`config.mk`:
```
export PLATFORM = sky130hd
export DESIGN_NAME = key_scan_multi
export DESIGN_NICKNAME = d
export VERILOG_FILES = /design/src/rtl/key_scan_multi.sv
export SDC_FILE = /design/constraint.sdc
export NUM_CORES = 1
export LEC_CHECK = 0
export ABC_AREA = 1
export CAP_MARGIN = 20
export CELL_PAD_IN_SITES_DETAIL_PLACEMENT = 0
export CELL_PAD_IN_SITES_GLOBAL_PLACEMENT = 2
export CORE_MARGIN = 2
export CORE_UTILIZATION = 33
export DETAILED_ROUTE_END_ITERATION = 16
export HOLD_SLACK_MARGIN = 0.1
export PLACE_DENSITY_LB_ADDON = 0.25
export SETUP_SLACK_MARGIN = 0.5
export SLEW_MARGIN = 20
export SYNTH_ARGS = -nofsm -noshare
export SYNTH_HDL_FRONTEND = slang
export SYNTH_SLANG_ARGS = --single-unit
export TNS_END_PERCENT = 20
```
`constraint.sdc`:
```
create_clock -name clk -period 2.25 [get_ports clk]
set_clock_uncertainty 0.1 [all_clocks]
set_input_delay 0.225 -clock clk [delete_from_list [all_inputs] [get_ports clk]]
set_output_delay 0.225 -clock clk [all_outputs]
set_load 0.05 [all_outputs]
```
`src/rtl/key_scan_multi.sv`:
```
// Multi-channel key front end: 2-FF sync, press/release debounce, short/long/repeat events per key.
// Registered outputs; no backpressure (free-running, one event evaluation per key per cycle).
module key_scan_multi #(
   parameter int NUM_KEYS     = 4,
   parameter int ACTIVE_LOW   = 1,
   parameter int DEBOUNCE_CYC = 500000,
   parameter int LONG_CYC     = 25000000,
   parameter int REPEAT_CYC   = 5000000,
   parameter int CNT_W        = 32
) (
   input  logic                clk,
   input  logic                rst_n,
   input  logic [NUM_KEYS-1:0] key_in,
   output logic [NUM_KEYS-1:0] key_state,
   output logic [NUM_KEYS-1:0] key_short,
   output logic [NUM_KEYS-1:0] key_long,
   output logic [NUM_KEYS-1:0] key_long_pos,
   output logic [NUM_KEYS-1:0] key_repeat,
   output logic                key_any
);

   typedef enum logic [2:0] {IDLE, P_DB, PRESSED, LONG, R_DB} state_t;

   localparam logic             INACT = (ACTIVE_LOW != 0);
   localparam logic [CNT_W-1:0] DB    = CNT_W'(DEBOUNCE_CYC);
   localparam logic [CNT_W-1:0] LG1   = CNT_W'(LONG_CYC - 1);
   localparam logic [CNT_W-1:0] RP1   = CNT_W'((REPEAT_CYC == 0) ? 0 : REPEAT_CYC - 1);
   localparam logic [CNT_W-1:0] ONE   = CNT_W'(1);

   logic [NUM_KEYS-1:0] sync1_q, sync2_q, press;
   logic [NUM_KEYS-1:0] short_nx, lpos_nx, rep_nx;
   logic                key_any_q;

   always_ff @(posedge clk or negedge rst_n) begin
      if (!rst_n) begin
         sync1_q <= {NUM_KEYS{INACT}};
         sync2_q <= {NUM_KEYS{INACT}};
      end else begin
         sync1_q <= key_in;
         sync2_q <= sync1_q;
      end
   end

   assign press = (ACTIVE_LOW != 0) ? ~sync2_q : sync2_q;

   for (genvar k = 0; k < NUM_KEYS; k++) begin : g_key
      state_t           state_q, state_d;
      logic [CNT_W-1:0] dcnt_q, dcnt_d, hcnt_q, hcnt_d, rcnt_q, rcnt_d;
      logic             orig_long_q, orig_long_d;
      logic             st_q, st_d, long_q, long_d;
      logic             short_q, short_d, lpos_q, lpos_d, rep_q, rep_d;

      always_ff @(posedge clk or negedge rst_n) begin
         if (!rst_n) begin
            state_q     <= IDLE;
            dcnt_q      <= '0;
            hcnt_q      <= '0;
            rcnt_q      <= '0;
            orig_long_q <= 1'b0;
            st_q        <= 1'b0;
            long_q      <= 1'b0;
            short_q     <= 1'b0;
            lpos_q      <= 1'b0;
            rep_q       <= 1'b0;
         end else begin
            state_q     <= state_d;
            dcnt_q      <= dcnt_d;
            hcnt_q      <= hcnt_d;
            rcnt_q      <= rcnt_d;
            orig_long_q <= orig_long_d;
            st_q        <= st_d;
            long_q      <= long_d;
            short_q     <= short_d;
            lpos_q      <= lpos_d;
            rep_q       <= rep_d;
         end
      end

      always_comb begin
         state_d     = state_q;
         dcnt_d      = dcnt_q;
         hcnt_d      = hcnt_q;
         rcnt_d      = rcnt_q;
         orig_long_d = orig_long_q;
         st_d        = st_q;
         long_d      = long_q;
         short_d     = 1'b0;
         lpos_d      = 1'b0;
         rep_d       = 1'b0;
         case (state_q)
            IDLE: begin
               dcnt_d = '0;
               hcnt_d = '0;
               rcnt_d = '0;
               if (press[k]) begin
                  state_d = P_DB;
                  dcnt_d  = ONE;
               end
            end
            P_DB: begin
               if (!press[k]) begin
                  state_d = IDLE;
                  dcnt_d  = '0;
               end else if (dcnt_q == DB) begin
                  state_d = PRESSED;
                  st_d    = 1'b1;
                  hcnt_d  = '0;
               end else begin
                  dcnt_d = dcnt_q + ONE;
               end
            end
            PRESSED: begin
               // hold time counts every cycle spent here, saturating one short of the long event
               if (hcnt_q != LG1) hcnt_d = hcnt_q + ONE;
               if (!press[k]) begin
                  state_d     = R_DB;
                  dcnt_d      = ONE;
                  orig_long_d = 1'b0;
               end else if (hcnt_q == LG1) begin
                  state_d = LONG;
                  long_d  = 1'b1;
                  lpos_d  = 1'b1;
                  rcnt_d  = '0;
               end
            end
            LONG: begin
               if (rcnt_q != RP1) rcnt_d = rcnt_q + ONE;
               if (!press[k]) begin
                  state_d     = R_DB;
                  dcnt_d      = ONE;
                  orig_long_d = 1'b1;
               end else if ((REPEAT_CYC != 0) && (rcnt_q == RP1)) begin
                  rep_d  = 1'b1;
                  rcnt_d = '0;
               end
            end
            R_DB: begin
               if (press[k]) begin
                  state_d = orig_long_q ? LONG : PRESSED;
               end else if (dcnt_q == DB) begin
                  state_d = IDLE;
                  st_d    = 1'b0;
                  long_d  = 1'b0;
                  short_d = ~orig_long_q;
                  dcnt_d  = '0;
                  hcnt_d  = '0;
                  rcnt_d  = '0;
               end else begin
                  dcnt_d = dcnt_q + ONE;
               end
            end
            default: state_d = IDLE;
         endcase
      end

      assign short_nx[k]     = short_d;
      assign lpos_nx[k]      = lpos_d;
      assign rep_nx[k]       = rep_d;
      assign key_state[k]    = st_q;
      assign key_long[k]     = long_q;
      assign key_short[k]    = short_q;
      assign key_long_pos[k] = lpos_q;
      assign key_repeat[k]   = rep_q;
   end

   always_ff @(posedge clk or negedge rst_n) begin
      if (!rst_n) key_any_q <= 1'b0;
      else        key_any_q <= |(short_nx | lpos_nx | rep_nx);
   end

   assign key_any = key_any_q;

endmodule

```
==> impl_metrics.sql, run 1 <==
INSERT INTO impl_metrics (metric_group, metric, value, unit) VALUES
('pwr', 'power.net_switching', '12.70', 'mW'),
('timing', 'final_max_slew_viol_count', '0', ''),
('cells_and_area', 'n_antenna_cell', '0', ''),
('hold_path', 'hold_path.class', 'primary input to async pin', ''),
('floorplanning', 'overall_die_area', '94770', 'um^2'),
('detailed_routing', 'met2RoutedLength', '46980', 'um'),
('floorplanning', 'core_region_area', '91520', 'um^2'),
('pwr', 'vdd.ir_drop.worst', '0.0006414', 'V'),
('timing', 'final.period_utilization', '93.48', '%'),
('setup_path', 'critical_path_maximum_fanout', '7', ''),
('placed_design', 'place_area', '33760', 'um^2'),
('setup_path', 'timing.critical_path.slowest_stage_cell', 'dfrtp_1', ''),
('synthesis', 'synth.most_common_cell', 'nand2_1', ''),
('cells_and_area', 'final_net_count', '5190', ''),
('synthesis', 'postSynth.asyncResetShare', '100.0', '%'),
('grt', 'globalRouteOverflowTotal', '0', ''),
('timing', 'period_minus_slack', '2.103', 'ns'),
('grt', 'maximum_number_of_pins_on_one_net_before_global_route_repair', '65', ''),
('clocking', 'ctsHtreeMaxLevel', '2', ''),
('timing', 'setup_viol_count_final', '0', ''),
('pwr', 'register_share_of_total_power', '25.5', '%'),
('clocking', 'numCtsBuffers', '58', ''),
('floorplanning', 'initial_core_util', '33.29', '%'),
('setup_path', 'cpPeakStageDelay', '0.40', 'ns'),
('timing', 'tightestPinTransition', '0.5700', 'ns'),
('setup_path', 'crit_family', 'simple AND/OR/NAND/NOR gates', ''),
('grt', 'grt_pass1_vias', '30210', ''),
('detailed_routing', 'postRouteAntennaNets', '0', ''),
('grt', 'grt.total_usage', '21.78', '%'),
('detailed_routing', 'initialDrtViolationCount', '2053', ''),
('detailed_routing', 'wl_per_cell', '16.51', 'um'),
('synthesis', 'post_synthesis_cell_area', '30470', 'um^2'),
('pwr', 'power_leakage', '17.97', 'nW'),
('timing', 'worst_slew_margin_rel', '61.96', '%'),
('grt', 'antenna_found_initial', '2', ''),
('clocking', 'cts-root-to-sink-buffers', '3', ''),
('setup_path', 'worstPathBufferInverterCount', '4', ''),
('synthesis', 'yosysWarnings', '0', ''),
('synthesis', 'synth_seq_area_share', '35.27', '%'),
('detailed_routing', 'top_layer_used', 'met4', ''),
('floorplanning', 'ios', '27', ''),
('cells_and_area', 'finish.instance_area', '39520', 'um^2'),
('placed_design', 'hpwlAfterDp', '73500', 'um'),
('synthesis', 'netlist.area_leader.share', '34.58', '%'),
('setup_path', 'worstSetupStartpointType', 'flop', ''),
('timing', 'clock.fmax', '475.4', 'MHz'),
('setup_path', 'worst_r2r_path_depth', '14', ''),
('synthesis', 'synth-seq-cells', '429', ''),
('detailed_routing', 'routed_wirelength', '105600', 'um'),
('detailed_routing', 'first_pass_iters', '7', ''),
('detailed_routing', 'routedLengthMet1', '52540', 'um'),
('floorplanning', 'dieHeight', '307.8', 'um'),
('setup_path', 'endpoint_required_time_on_the_critical_path', '2.68', 'ns'),
('pwr', 'power_per_cell_area', '837.5', 'nW/um^2'),
('timing', 'final_hold_viol_count', '0', ''),
('detailed_routing', 'drt_drc', '0', ''),
('timing', 'worst_slack', '0.1467', 'ns'),
('clocking', 'cts_tree', 'built', ''),
('synthesis', 'postSynthNetCount', '4795', ''),
('cells_and_area', 'regArea', '10770', 'um^2'),
('outcome', 'run_status', 'completed', ''),
('synthesis', 'netlist_top_cells_area', 'dfrtp_1, nand2_1, nor2_1, nand3_1, inv_1', ''),
('synthesis', 'synth.cells.most_frequent', 'nand2_1, nor2_1, inv_1, nand3_1, dfrtp_1', ''),
('timing', 'rsz0062_at_grt', 'yes', ''),
('clocking', 'root_buffer', 'clkbuf_16', ''),
('setup_path', 'r2r_end', 'g_key[1].hcnt_q[16]$_DFFE_PN0P_', ''),
('setup_path', 'reg2reg_from', 'g_key[1].dcnt_q[0]$_DFFE_PN0P_', ''),
('pwr', 'netSwitchingFraction', '38.37', '%'),
('floorplanning', 'fp-row-count', '111', ''),
('setup_path', 'timing.setup.critical_path_class', 'flop to flop', ''),
('pwr', 'power_frac_comb', '45.5', '%');
[worst register-to-register path: cells and delay by family (launching register included)]
| kind | cells | cell delay [ns] |
|---|---|---|
| AOI/OAI and AO/OA | 1 | 0.06 |
| adders and majority gates | 1 | 0.14 |
| buffers and inverters | 4 | 0.43 |
| DFF | 1 | 0.40 |
| and+or+nand+nor | 8 | 0.86 |
[state kept, by name (all words and copies together), names as in the netlist, 12 cells and up]
name           flops
g_key.state_q     12
g_key.rcnt_q     128
g_key.hcnt_q     128
g_key.dcnt_q     128
[timing repair]
action,in CTS,in global routing
resized for setup,266,392
setup buffers,67,77
cloned,19,17
endpoints found under the setup margin,428,416
hold endpoints to repair,429,0
pin swaps,36,102
hold buffers,6,0
[metal layers]
metal / global-route usage, % / up-vias
li1: - / 16090
met1: 31.90 / 14760
met2: 34.05 / 561
met3: 2.319 / 132
met4: 5.457 / 0
met5: 0 / -
[power by group through the flow]
stage / clock [mW] / combinational, mW / sequential [mW]
finish: 9.60 / 15.1 / 8.43
global route: 10.2 / 16.0 / 8.48
CTS: 9.97 / 12.1 / 8.39
detailed placement: 0 / 8.46 / 8.54
global placement: 0 / 8.49 / 8.53
floorplan: 0 / 5.46 / 8.48
[cell usage in the layout, fill, tap and decap left out, drive strengths merged, types with 2 or more instances in the layout]
cell and instances:
a31oi 4, o211ai 25, dfstp 8, nand4 123, clkinvlp 3, nor4 9, bufbuf 2, dlygate4sd3 5
a21oi 60, xnor2 27, nor2 691, bufinv 4, o21a 2, ha 20, clkinv 16, a22oi 4
o21ai 255, o31ai 3, o21bai 9, nand2 1625, clkbuf 108, xor2 105, nand3b 16, clkdlybuf4s50 4
or2 29, inv 518, and2 4, nand3 479, nor3 176, a21o 12, nor3b 9, dfrtp 421
clkdlybuf4s15 7, dlygate4sd2 3, buf 424
[cells by family after synthesis]
| kind of cell | after synthesis | synth area share (%) |
|---|---|---|
| simple gates | 3162 | 44.48 |
| buf+inv | 650 | 8.867 |
| flops | 429 | 35.27 |
| compound gates | 376 | 6.764 |
| xor+xnor | 132 | 3.795 |
| fa+ha+maj | 20 | 0.8214 |
[how the worst max path moves through the flow]
stage / start / end / slack, ns
6_report: g_key[1].dcnt_q[0]$_DFFE_PN0P_ / g_key[1].hcnt_q[16]$_DFFE_PN0P_ / 0.15
5_1_grt: g_key[2].dcnt_q[1]$_DFFE_PN0P_ / g_key[2].hcnt_q[20]$_DFFE_PN0P_ / 0.03
4_1_cts: g_key[1].dcnt_q[1]$_DFFE_PN0P_ / g_key[1].dcnt_q[22]$_DFFE_PN0P_ / 0.19
3_5_place_dp: g_key[3].dcnt_q[21]$_DFFE_PN0P_ / g_key[3].dcnt_q[17]$_DFFE_PN0P_ / -0.01
3_3_place_gp: g_key[3].dcnt_q[21]$_DFFE_PN0P_ / g_key[3].dcnt_q[25]$_DFFE_PN0P_ / -0.02
2_1_floorplan: g_key[2].rcnt_q[0]$_DFFE_PN0P_ / g_key[2].rcnt_q[0]$_DFFE_PN0P_ / 0.38
[through the flow]
step	power [mW]	cells	hold WS [ns]
6_report	33.10	6399	0.1657
5_1_grt	34.76	6399	0.1534
3_3_place_gp	17.03	6104	0.05759
2_1_floorplan	13.94	4769	-0.1706
3_5_place_dp	16.99	6104	0.05887
4_1_cts	30.44	6305	0.1244
[area by class of cell]
cell class | count | area share (%)
clock inverter | 15 | 0.4527
clock buffer | 94 | 4.474
tap | 1186 | 3.755
inverter | 519 | 5.195
multi-input combinational | 3690 | 47.03
sequential | 429 | 27.26
timing repair buffer | 459 | 11.66
timing repair inverter | 7 | 0.1741
Power figures use the tool's default switching activity.
==> run 2: changes to the inputs <==
CORE_UTILIZATION = 36   (was 33)
clock period = 2.3 ns   (was 2.25 ns; I/O delays follow)
==> impl_metrics.sql, run 2 (synthesis results as in run 1) <==
INSERT INTO impl_metrics (metric_group, metric, value, unit) VALUES
('detailed_routing', 'first_pass_iters', '6', ''),
('cells_and_area', 'drive_gt1_share', '17.05', '%'),
('cells_and_area', 'layout.cells.most_common_list', 'nand2_1, nor2_1, inv_1', ''),
('pwr', 'power_leakage', '17.53', 'nW'),
('cells_and_area', 'nFillCells', '8740', ''),
('timing', 'final.period_utilization', '91.68', '%'),
('timing', 'final_max_slew_viol_count', '0', ''),
('setup_path', 'timing.critical_path.to_type', 'flop', ''),
('floorplanning', 'die_x', '294.9', 'um'),
('timing', 'period_minus_slack', '2.109', 'ns'),
('pwr', 'internal_power', '19.14', 'mW'),
('flow_run', 'max_cap_viol_count', '0', ''),
('placed_design', 'gp_congestion', '0.9102', ''),
('grt', 'maximum_number_of_pins_on_one_net_before_global_route_repair', '45', ''),
('grt', 'grt_pass1_wl', '163600', 'um'),
('floorplanning', 'ios', '27', ''),
('cells_and_area', 'multi_input_comb_area', '18260', 'um^2'),
('pwr', 'power_frac_comb', '42.9', '%'),
('setup_path', 'ff2ff_setup_slack', '0.19', 'ns'),
('cells_and_area', 'core_util_final', '46.07', '%'),
('timing', 'worst_slew_margin_rel', '57.63', '%'),
('clocking', 'cts_num_sinks', '429', ''),
('timing', 'final.setup.tns', '0', 'ns'),
('hold_path', 'hold_path.class', 'flop to flop', ''),
('detailed_routing', 'avgViaCountPerCell', '4.970', ''),
('pwr', 'vdd.ir_drop.worst', '0.0005396', 'V'),
('detailed_routing', 'postRouteAntennaNets', '0', ''),
('placed_design', 'portBuffers', '26', ''),
('setup_path', 'worstSetupStartpointType', 'flop', ''),
('detailed_routing', 'initialDrtViolationCount', '1781', ''),
('cells_and_area', 'reg.largest.list', 'g_key.dcnt_q (128), g_key.hcnt_q (128), g_key.rcnt_q (128)', ''),
('hold_path', 'hold_path_end', 'sync2_q[0]$_DFF_PN1_', ''),
('grt', 'globalRouteOverflowTotal', '0', ''),
('pwr', 'power_per_cell_area', '796.6', 'nW/um^2'),
('floorplanning', 'core_region_area', '83690', 'um^2'),
('cells_and_area', 'n_antenna_cell', '0', ''),
('floorplanning', 'initial_core_util', '36.40', '%'),
('setup_path', 'worst_r2r_path_depth', '15', ''),
('cells_and_area', 'final_net_count', '5130', ''),
('timing', 'tightestPinTransition', '0.6297', 'ns'),
('cells_and_area', 'area.growth.synth_to_final', '26.54', '%'),
('clocking', 'root_buffer', 'clkbuf_16', ''),
('clocking', 'insertion_delay', '0.63', 'ns'),
('grt', 'grt_pass1_vias', '30270', ''),
('setup_path', 'r2r_end', 'g_key[0].rcnt_q[9]$_DFFE_PN0P_', ''),
('detailed_routing', 'drt_drc', '0', ''),
('clocking', 'path_clk_slew', '0.06', 'ns'),
('cells_and_area', 'regArea', '10770', 'um^2'),
('detailed_routing', 'routed_wirelength', '101600', 'um'),
('setup_path', 'reg2reg_from', 'g_key[0].dcnt_q[0]$_DFFE_PN0P_', ''),
('placed_design', 'hpwlAfterDp', '73020', 'um'),
('clocking', 'numCtsBuffers', '55', ''),
('clocking', 'ctsHtreeMaxLevel', '2', ''),
('cells_and_area', 'final_cells', '6284', ''),
('pwr', 'register_share_of_total_power', '26.8', '%'),
('timing', 'final_hold_viol_count', '0', ''),
('setup_path', 'critical_path_maximum_fanout', '8', ''),
('pwr', 'report.power.total', '30.71', 'mW'),
('pwr', 'clock_power_share', '30.2', '%'),
('clocking', 'cts-root-to-sink-buffers', '3', ''),
('placed_design', 'number_of_instances_in_the_placed_design', '6019', ''),
('floorplanning', 'dieHeight', '294.9', 'um'),
('setup_path', 'crit_arrival', '2.53', 'ns'),
('timing', 'setup_viol_count_final', '0', ''),
('detailed_routing', 'via_count', '31230', ''),
('hold_path', 'holdCritStartpoint', 'sync1_q[0]$_DFF_PN1_', ''),
('grt', 'grt.total_usage', '23.22', '%'),
('cells_and_area', 'most_common_cell_after_layout_fill_and_taps_aside', 'nand2_1', ''),
('outcome', 'run_status', 'completed', ''),
('setup_path', 'timing.setup.critical_path_class', 'flop to flop', ''),
('floorplanning', 'fp-row-count', '106', ''),
('detailed_routing', 'wl_per_cell', '16.16', 'um'),
('timing', 'post_route_hold_slack', '0.2561', 'ns'),
('grt', 'antenna_found_initial', '0', ''),
('hold_path', 'worstHoldPathCells', '0', ''),
('clocking', 'cts_tree', 'built', ''),
('pwr', 'power.net_switching', '11.57', 'mW'),
('setup_path', 'endpoint_required_time_on_the_critical_path', '2.72', 'ns'),
('timing', 'clock.fmax', '474.2', 'MHz'),
('timing', 'rsz0062_at_grt', 'yes', ''),
('floorplanning', 'overall_die_area', '86970', 'um^2'),
('pwr', 'netSwitchingFraction', '37.67', '%');
==> run 2: per-layer routing <==
layer / global-route usage, % / wire length, um / up-vias / part of all wire, %
li1: - / - / 15960 / -
met1: 32.87 / 48890 / 14570 / 48
met2: 37.88 / 46480 / 554 / 46
met3: 2.209 / 3800 / 144 / 3.7
met4: 6.010 / 2404 / 0 / 2.4
met5: 0 / 0 / - / 0
==> run 2: power by group through the flow <==
stage | Sequential [mW] | Clock (mW) | Combinational, mW
floorplan | 8.29 | 0 | 5.31
global placement | 8.35 | 0 | 8.13
detailed placement | 8.36 | 0 | 8.08
CTS | 8.22 | 9.57 | 12.2
global route | 8.29 | 9.85 | 14.2
finish | 8.24 | 9.28 | 13.2
==> run 2: how the worst max path moves through the flow <==
stage,from,endpoint,cells past startpoint
2_1_floorplan,g_key[2].rcnt_q[0]$_DFFE_PN0P_,g_key[2].rcnt_q[0]$_DFFE_PN0P_,10
3_3_place_gp,g_key[0].dcnt_q[21]$_DFFE_PN0P_,g_key[0].hcnt_q[2]$_DFFE_PN0P_,10
3_5_place_dp,g_key[0].dcnt_q[21]$_DFFE_PN0P_,g_key[0].hcnt_q[2]$_DFFE_PN0P_,10
4_1_cts,g_key[3].dcnt_q[1]$_DFFE_PN0P_,g_key[3].dcnt_q[22]$_DFFE_PN0P_,11
5_1_grt,g_key[0].dcnt_q[3]$_DFFE_PN0P_,g_key[0].rcnt_q[28]$_DFFE_PN0P_,14
6_report,g_key[0].dcnt_q[0]$_DFFE_PN0P_,g_key[0].rcnt_q[9]$_DFFE_PN0P_,15
==> run 2: final cells by class <==
cell class / count / share of cell area, %
Tap cell: 1134 / 3.680
Inverter: 519 / 5.212
Multi-Input combinational cell: 3690 / 47.35
Clock buffer: 82 / 4.278
Timing Repair Buffer: 406 / 10.73
Clock inverter: 21 / 0.7270
Timing Repair inverter: 3 / 0.09412
Sequential cell: 429 / 27.93
==> run 2: timing repair <==
action	4_1_cts	5_1_grt
setup endpoints to repair	421	414
setup buffers	76	53
pin swaps	42	52
resized for setup	255	209
cloned	20	6
hold buffers	7	0
endpoints found under the hold margin	430	0
==> run 2: critical path, cell delays in order, from the launching register on <==
cell and delay [ns]:
dfrtp_1 0.39, inv_2 0.09, ha_4 0.13, inv_2 0.04, nor3_2 0.09, nand2_1 0.10, nor2_4 0.13, nand2_2 0.07
buf_6 0.13, nand2_4 0.10, nand2_4 0.06, nor2_4 0.12, nand2_4 0.13, clkbuf_16 0.21, nand2_1 0.06, nand2_1 0.04
==> run 2: through the flow <==
step | worst slack (ns) | area (um^2)
finish | 0.1913 | 38550
CTS | 0.2246 | 37360
floorplan | 0.4303 | 30620
global route | 0.09453 | 38550
detailed placement | -0.007154 | 33460
global placement | 0.06297 | 33460
